--- src/rtl/cpu_pkg.sv ---
// cpu_pkg: shared control-op, jump-condition, flag-index and PC-unit state definitions
package cpu_pkg;
  typedef enum logic [1:0] {OP_NEXT, OP_JUMP, OP_CALL, OP_RET} ctrl_op_e;
  typedef enum logic [2:0] {JMP, JEQ, JNE, JGT, JGE, JLT, JLE, JCR} jump_cond_e;
  typedef enum logic {RUN, FAULT} pcu_state_e;
  localparam int FLAG_Z = 3;
  localparam int FLAG_N = 2;
  localparam int FLAG_C = 1;
  localparam int FLAG_V = 0;
  function automatic logic cond_true(input jump_cond_e c, input logic [3:0] f);
    logic z, n;
    z = f[FLAG_Z];
    n = f[FLAG_N];
    case (c)
      JMP: cond_true = 1'b1;
      JEQ: cond_true = z;
      JNE: cond_true = !z;
      JGT: cond_true = !z && !n;
      JGE: cond_true = !n;
      JLT: cond_true = n;
      JLE: cond_true = n || z;
      default: cond_true = f[FLAG_C];
    endcase
  endfunction
endpackage

--- src/rtl/pc_branch_unit_call_stack.sv ---
// call_stack: parameterised LIFO of return addresses with saturating stack pointer
module call_stack #(
  parameter int W = 8,
  parameter int DEPTH = 8
) (
  input  logic         clk_i,
  input  logic         rst_ni,
  input  logic         push_i,
  input  logic         pop_i,
  input  logic [W-1:0] data_i,
  output logic [W-1:0] top_o,
  output logic         empty_o,
  output logic         full_o
);
  localparam int AW = $clog2(DEPTH);
  localparam int PW = $clog2(DEPTH + 1);
  logic [PW-1:0] sp_q, sp_d;
  logic [W-1:0] mem_q [DEPTH];
  assign empty_o = sp_q == '0;
  assign full_o = sp_q == PW'(DEPTH);
  assign top_o = mem_q[AW'(sp_q - 1'b1)];
  always_comb sp_d = (push_i && !full_o) ? sp_q + 1'b1 : (pop_i && !empty_o) ? sp_q - 1'b1 : sp_q;
  always_ff @(posedge clk_i) begin
    if (!rst_ni) sp_q <= '0;
    else sp_q <= sp_d;
  end
  always_ff @(posedge clk_i) begin
    if (rst_ni && push_i && !full_o) mem_q[sp_q[AW-1:0]] <= data_i;
  end
endmodule

--- src/rtl/pc_branch_unit.sv ---
// pc_branch_unit: program counter with conditional jumps, call/return stack and sticky fault
module pc_branch_unit
  import cpu_pkg::*;
#(
  parameter int PC_W = 8,
  parameter int STACK_DEPTH = 8
) (
  input  logic            clk_i,
  input  logic            rst_ni,
  input  logic            en_i,
  input  logic [1:0]      op_i,
  input  logic [2:0]      cond_i,
  input  logic [PC_W-1:0] target_i,
  input  logic [3:0]      flags_i,
  output logic [PC_W-1:0] pc_o,
  output logic            taken_o,
  output logic            stack_empty_o,
  output logic            stack_full_o,
  output logic            fault_o
);
  logic [PC_W-1:0] pc_q, pc_d, pc_inc, top;
  logic taken_q, taken_d, push, pop;
  pcu_state_e state_q, state_d;
  assign pc_inc = pc_q + 1'b1;
  assign pc_o = pc_q;
  assign taken_o = taken_q;
  assign fault_o = state_q == FAULT;
  call_stack #(.W(PC_W), .DEPTH(STACK_DEPTH)) u_stack (
    .clk_i  (clk_i),
    .rst_ni (rst_ni),
    .push_i (push),
    .pop_i  (pop),
    .data_i (pc_inc),
    .top_o  (top),
    .empty_o(stack_empty_o),
    .full_o (stack_full_o)
  );
  always_comb begin
    pc_d = pc_q;
    taken_d = taken_q;
    state_d = state_q;
    push = 1'b0;
    pop = 1'b0;
    if (en_i && state_q == RUN) begin
      pc_d = pc_inc;
      taken_d = 1'b0;
      case (ctrl_op_e'(op_i))
        OP_JUMP: if (cond_true(jump_cond_e'(cond_i), flags_i)) {pc_d, taken_d} = {target_i, 1'b1};
        OP_CALL: begin
          push = !stack_full_o;
          pc_d = stack_full_o ? pc_q : target_i;
          taken_d = !stack_full_o;
          state_d = stack_full_o ? FAULT : RUN;
        end
        OP_RET: begin
          pop = !stack_empty_o;
          pc_d = stack_empty_o ? pc_q : top;
          taken_d = !stack_empty_o;
          state_d = stack_empty_o ? FAULT : RUN;
        end
        default: ;
      endcase
    end
  end
  always_ff @(posedge clk_i) begin
    if (!rst_ni) begin
      pc_q <= '0;
      taken_q <= 1'b0;
      state_q <= RUN;
    end else begin
      pc_q <= pc_d;
      taken_q <= taken_d;
      state_q <= state_d;
    end
  end
endmodule

--- config.mk ---
export PLATFORM = sky130hd
export DESIGN_NAME = pc_branch_unit
export DESIGN_NICKNAME = d
export VERILOG_FILES = /design/src/rtl/cpu_pkg.sv /design/src/rtl/pc_branch_unit_call_stack.sv /design/src/rtl/pc_branch_unit.sv
export SDC_FILE = /design/constraint.sdc
export NUM_CORES = 1
export LEC_CHECK = 0
export ABC_AREA = 1
export CAP_MARGIN = 25
export CORE_ASPECT_RATIO = 0.7
export CORE_MARGIN = 3
export CORE_UTILIZATION = 63
export DETAILED_ROUTE_END_ITERATION = 16
export DONT_BUFFER_PORTS = 1
export PLACE_DENSITY = 0.79
export SLEW_MARGIN = 20
export SYNTH_ARGS = -nofsm -noshare
export SYNTH_HDL_FRONTEND = slang
export SYNTH_SLANG_ARGS = --single-unit
--- constraint.sdc ---
create_clock -name clk_i -period 3.2 [get_ports clk_i]
set_clock_uncertainty 0.2 [all_clocks]
set_input_delay 0.48 -clock clk_i [delete_from_list [all_inputs] [get_ports clk_i]]
set_output_delay 0.48 -clock clk_i [all_outputs]
set_load 0.01 [all_outputs]
==> impl_metrics.py, run 1 <==
metrics = {
    "cts": {
        "clk_pin_slew_ps": 80,
        "clk_latency_ps": 350,
        "cts_setup_buffers": 0,
        "cts_tree": "built",
        "ctsResizeCount": 0,
        "cts_buffers": 9,
        "h-tree-depth": 3,
        "cts_hold_buf": 0,
        "clockBufferDepth": 2,
        "numClockSinks": 78,
        "cts-root-buf": "clkbuf_8",
    },
    "yosys": {
        "yosys.area.top_type_share_pct": 51.4,
        "synth.ff_latch_count": 78,
        "synthTopCellsByArea": "edfxtp_1 51%, nand2_1 9.3%, dfxtp_1 7.5%, nand3_1 6.0%, inv_1 4.4%",
        "async_reset_ff_share_pct": 0,
        "syn_inst": 406,
        "syn_area_per_cell_um2": 9.21,
        "synth_common_cells": "93 x nand2_1, 64 x edfxtp_1, 45 x nand3_1",
        "syn-num-nets": 429,
        "synth_area_leader_cell": "edfxtp_1",
        "synth_area_um2": 3740,
        "synth-edff-count": 64,
        "synth.most_common_cell": "nand2_1",
        "synth_flop_cell": "edfxtp_1",
        "ys_types": 31,
        "ys_seq_area_share_pct": 58.9,
        "ys_warn_count": 0,
    },
    "final_layout": {
        "fin_util_pct": 74.3,
        "diodes": 0,
        "nets": 439,
        "fillerInstances": 406,
        "syn_to_final_growth_pct": 8.94,
        "drive_gt1_share_pct": 10.2,
        "fin_area_um2": 4070,
    },
    "placed_design": {
        "dpl.hpwl_mm": 5.88,
        "gp_congestion": 0.929,
        "post_dp_cell_area_um2": 3850,
        "portBuffers": 0,
    },
    "min_path": {
        "min_path_cells": 2,
        "hp-class": "input pin to register",
    },
    "power": {
        "p_per_area_nw_per_um2": 571,
        "power_mw": 2.33,
        "combPwrFrac_pct": 15.0,
        "internal-power_mw": 1.68,
        "p_leak_nw": 1.64,
        "clkPwrFrac_pct": 35.1,
        "sw_frac_of_total_pct": 27.7,
        "vdd.ir_drop.worst_v": 0.000451,
        "power.switching_uw": 645,
        "seqPwrFrac_pct": 49.9,
    },
    "timing": {
        "rsz0062_at_grt": "false",
        "worst_pin_slew_ps": 899,
        "relSlewSlack_pct": 39.6,
        "holdWs_ps": 66.0,
        "period_needed_ps": 2800,
        "finalSetupViolations": 0,
        "timing.final.crit_share_pct": 87.4,
        "final_hold_viol_count": 0,
        "timing.setup.tns_ps": 0,
        "final_max_slew_viol_count": 0,
        "fmax_mhz": 358,
    },
    "floorplanning": {
        "start_util_pct": 68.3,
        "dieArea_um2": 6910,
        "die_w_um": 98.1,
        "io_pins": 32,
        "rows": 22,
        "core_area_um2": 5480,
        "die_h_um": 70.5,
    },
    "global_route": {
        "grtUsageMet1_pct": 38.0,
        "grt.met3_usage_pct": 9.28,
        "grt_pass1_vias": 2746,
        "grt_first_pass_wirelength_mm": 13.9,
        "busiest_layer": "met2",
        "track_usage_pct": 26.5,
        "grt_max_degree": 39,
        "grtUsageMet2_pct": 39.2,
        "grt.overflow.total": 0,
        "grt_antenna_before_repair": 0,
    },
    "detailed_routing": {
        "routed_wl_mm": 8.72,
        "first_iter_violations": 335,
        "dr.pass1.iters": 5,
        "detail-route-antenna-nets": 0,
        "drc": 0,
        "avgRoutedWirePerCell_um": 17.7,
        "vias": 2890,
        "vias_per_cell": 5.86,
    },
    "setup_path": {
        "worst_ep_arrival_time_ps": 2580,
        "cp-start-kind": "register",
        "reg2reg_depth": 11,
        "crit_fanout": 8,
        "end_kind": "register",
        "required_ps": 2990,
        "crit_type": "register to register",
    },
    "status": {
        "status": "finished clean",
    },
    "run": {
        "max_cap_viol_count": 0,
    },
}
==> kinds of logic after synthesis <==
| logic type | share of synthesized area, % |
|---|---|
| AO/OA/AOI/OAI | 9.07 |
| XOR/XNOR | 2.08 |
| adder cells (fa/ha/maj) | 1.00 |
| buffers and inverters | 6.89 |
| flip-flops | 58.9 |
| AND/OR/NAND/NOR | 22.1 |
==> power groups by stage <==
stage | Clock (mW) | Sequential, mW | Combinational [mW]
after floorplan | 0 | 1.18 | 0.243
after global placement | 0 | 1.18 | 0.326
after detailed placement | 0 | 1.18 | 0.341
after CTS | 0.823 | 1.16 | 0.344
after global routing | 0.865 | 1.16 | 0.388
final | 0.816 | 1.16 | 0.349
==> worst paths after layout <==
| path | startpoint | end | slack (ps) |
|---|---|---|---|
| setup / recovery | u_stack.sp_q[1]$_SDFFE_PN0P_ | u_stack.mem_q[0][1]$_DFFE_PP_ | 400 |
| hold reg to reg | u_stack.sp_q[3]$_SDFFE_PN0P_ | u_stack.sp_q[3]$_SDFFE_PN0P_ | 300 |
| hold / removal | rst_ni | u_stack.sp_q[3]$_SDFFE_PN0P_ | 70 |
| setup reg to reg | u_stack.sp_q[1]$_SDFFE_PN0P_ | u_stack.mem_q[0][1]$_DFFE_PP_ | 400 |
==> flip-flops by register name (all words and copies together), names as in the netlist <==
register	cells
u_stack.mem_q	64
u_stack.sp_q	4
fault_o	1
taken_o	1
pc_o	8
==> worst max-delay path: stages (launching register included) <==
cell	delay [ps]
dfxtp_1	360
inv_1	140
ha_1	320
nand3_1	140
inv_2	80
nor2_2	120
inv_2	90
nor2_4	110
inv_2	50
nor2_2	110
nand2_2	90
nor2_1	620
==> metrics by stage <==
| stage | std cells | worst slack [ps] |
|---|---|---|
| final | 493 | 404 |
| after floorplan | 406 | 414 |
| after detailed placement | 477 | 413 |
| after global routing | 493 | 212 |
| after CTS | 493 | 418 |
| after global placement | 477 | 525 |
==> cell type report <==
cell class              count  area (µm²)  area share (%)
clock buffers              10         128            3.13
repair buffers             11        82.6            2.03
inverters                  53         199            4.88
flip-flops and latches     78        2200            54.1
multi-input cells         263        1280            31.4
clock inverters             6        92.6            2.27
well taps                  72        90.1            2.21
==> layout by cell type (no fill, tap or decap), types with 6 or more instances in the layout <==
cell      count
nand3_1      45
inv_1        44
nor2_1       39
nand2_1      93
buf_4        11
inv_2         7
clkbuf_8      9
o221ai_1      6
dfxtp_1      14
edfxtp_1     64
o21ai_0      29
a21oi_1      13
==> metal layers <==
layer  vias up  routed length [µm]
li1       1388                   -
met1      1324                3800
met2       161                3820
met3        17                 980
met4         0                 123
met5         -                   0
No activity file was read; power rests on OpenSTA's default activity.
==> run 2, diff against run 1 <==
CORE_ASPECT_RATIO = unset   (was 0.7)
==> impl_metrics.py, run 2 (synthesis gave the netlist of run 1 again) <==
metrics = {
    "global_route": {
        "grt.overflow.total": 0,
        "grt_pass1_vias": 2648,
        "grt_antenna_before_repair": 0,
        "track_usage_pct": 24.1,
        "grt_first_pass_wirelength_mm": 13.0,
        "grt_max_degree": 39,
    },
    "placed_design": {
        "gp_congestion": 0.935,
        "portBuffers": 0,
        "dpl.hpwl_mm": 5.31,
        "post_dp_cell_area_um2": 3840,
    },
    "timing": {
        "relSlewSlack_pct": 42.8,
        "fmax_mhz": 365,
        "rsz0062_at_grt": "false",
        "finalSetupViolations": 0,
        "worst_pin_slew_ps": 855,
        "period_needed_ps": 2740,
        "final_hold_viol_count": 0,
        "timing.setup.tns_ps": 0,
        "timing.final.crit_share_pct": 85.6,
        "final_max_slew_viol_count": 0,
    },
    "setup_path": {
        "crit_top_cell": "inv_2",
        "slowest_delay_ps": 590,
        "crit_type": "register to register",
        "end_kind": "register",
        "required_ps": 2980,
        "worst_ep_arrival_time_ps": 2520,
        "reg2reg_slack_ps": 460,
        "slowest_stage": "nor3_2",
        "path_cells": "inv_1 -> ha_1 -> nand3_1 -> inv_2 -> nor2_2 -> inv_2 -> nor2_4 -> inv_2 -> nor2_2 -> nand2_1 -> nor3_2",
        "cp-start-kind": "register",
        "crit_fanout": 8,
    },
    "power": {
        "p_leak_nw": 1.62,
        "power_mw": 2.18,
        "p_per_area_nw_per_um2": 541,
        "vdd.ir_drop.worst_v": 0.000400,
    },
    "detailed_routing": {
        "detail-route-antenna-nets": 0,
        "avgRoutedWirePerCell_um": 16.0,
        "vias": 2804,
        "drc": 0,
        "dr.pass1.iters": 5,
        "first_iter_violations": 345,
        "routed_wl_mm": 7.87,
        "vias_per_cell": 5.70,
    },
    "final_layout": {
        "nets": 438,
        "final_cell_mix": "93 x nand2_1, 64 x edfxtp_1, 45 x nand3_1",
        "fin_area_um2": 4030,
        "fin_util_pct": 71.8,
        "drive_gt1_share_pct": 9.52,
        "regArea_um2": 2200,
        "multi_input_area_um2": 1280,
        "layout_commonest_cell": "nand2_1",
        "diodes": 0,
        "fillerInstances": 451,
        "syn_to_final_growth_pct": 7.73,
        "largest_reg_flops": 64,
    },
    "floorplanning": {
        "core_area_um2": 5610,
        "die_h_um": 83.0,
        "start_util_pct": 66.7,
        "dieArea_um2": 6890,
        "rows": 27,
        "die_w_um": 83.0,
        "io_pins": 32,
    },
    "cts": {
        "numClockSinks": 78,
        "h-tree-depth": 3,
        "clk_pin_slew_ps": 70,
        "clockBufferDepth": 2,
        "cts-root-buf": "clkbuf_8",
        "ctsResizeCount": 0,
        "cts_hold_buf": 0,
        "cts_setup_buffers": 0,
        "cts_buffers": 9,
        "clk_latency_ps": 350,
        "cts_tree": "built",
    },
    "status": {
        "status": "finished clean",
    },
    "min_path": {
        "hp-class": "input pin to register",
    },
    "run": {
        "max_cap_viol_count": 0,
    },
}
[run 2: final cells by class]
type / count / area share, %
Clock buffer: 11 / 3.26
Clock inverter: 5 / 1.27
Inverter: 53 / 4.94
Multi-Input combinational cell: 263 / 31.7
Sequential cell: 78 / 54.7
Tap cell: 72 / 2.24
Timing Repair Buffer: 10 / 1.86
[run 2: where the power goes]
group,switching (mW),internal [mW],leakage [nW]
logic,0.234,0.0996,0.828
clock network,0.330,0.355,0.0907
registers,0.0269,1.13,0.701
[run 2: worst max-delay path: cells and delay by family (launching register included)]
| kind | cells | cell delay, ps |
|---|---|---|
| adder cells (fa/ha/maj) | 1 | 300 |
| buffers and inverters | 4 | 360 |
| flip-flops | 1 | 350 |
| AND/OR/NAND/NOR | 6 | 1170 |
[run 2: final timing paths]
kind	cells past startpoint	endpoint	startpoint
setup reg to reg	11	u_stack.mem_q[3][1]$_DFFE_PP_	u_stack.sp_q[1]$_SDFFE_PN0P_
hold / removal	2	pc_o[6]$_SDFFE_PN0P_	rst_ni
hold reg to reg	2	u_stack.sp_q[3]$_SDFFE_PN0P_	u_stack.sp_q[3]$_SDFFE_PN0P_
setup / recovery	11	u_stack.mem_q[3][1]$_DFFE_PP_	u_stack.sp_q[1]$_SDFFE_PN0P_
[run 2: metrics by stage]
step | hold WS (ps) | setup WS, ps | cells
6_report | 73.2 | 461 | 492
5_1_grt | 83.8 | 296 | 492
4_1_cts | 62.5 | 483 | 492
3_5_place_dp | 280 | 507 | 476
3_3_place_gp | 280 | 572 | 476
2_1_floorplan | 258 | 414 | 406
[run 2: metal layers]
| layer | vias up | track usage [%] | wire, µm |
|---|---|---|---|
| li1 | 1385 | - | - |
| met2 | 135 | 36.4 | 3620 |
| met5 | - | 0 | 0 |
| met3 | 12 | 3.87 | 690 |
| met1 | 1272 | 35.1 | 3450 |
| met4 | 0 | 10.1 | 113 |
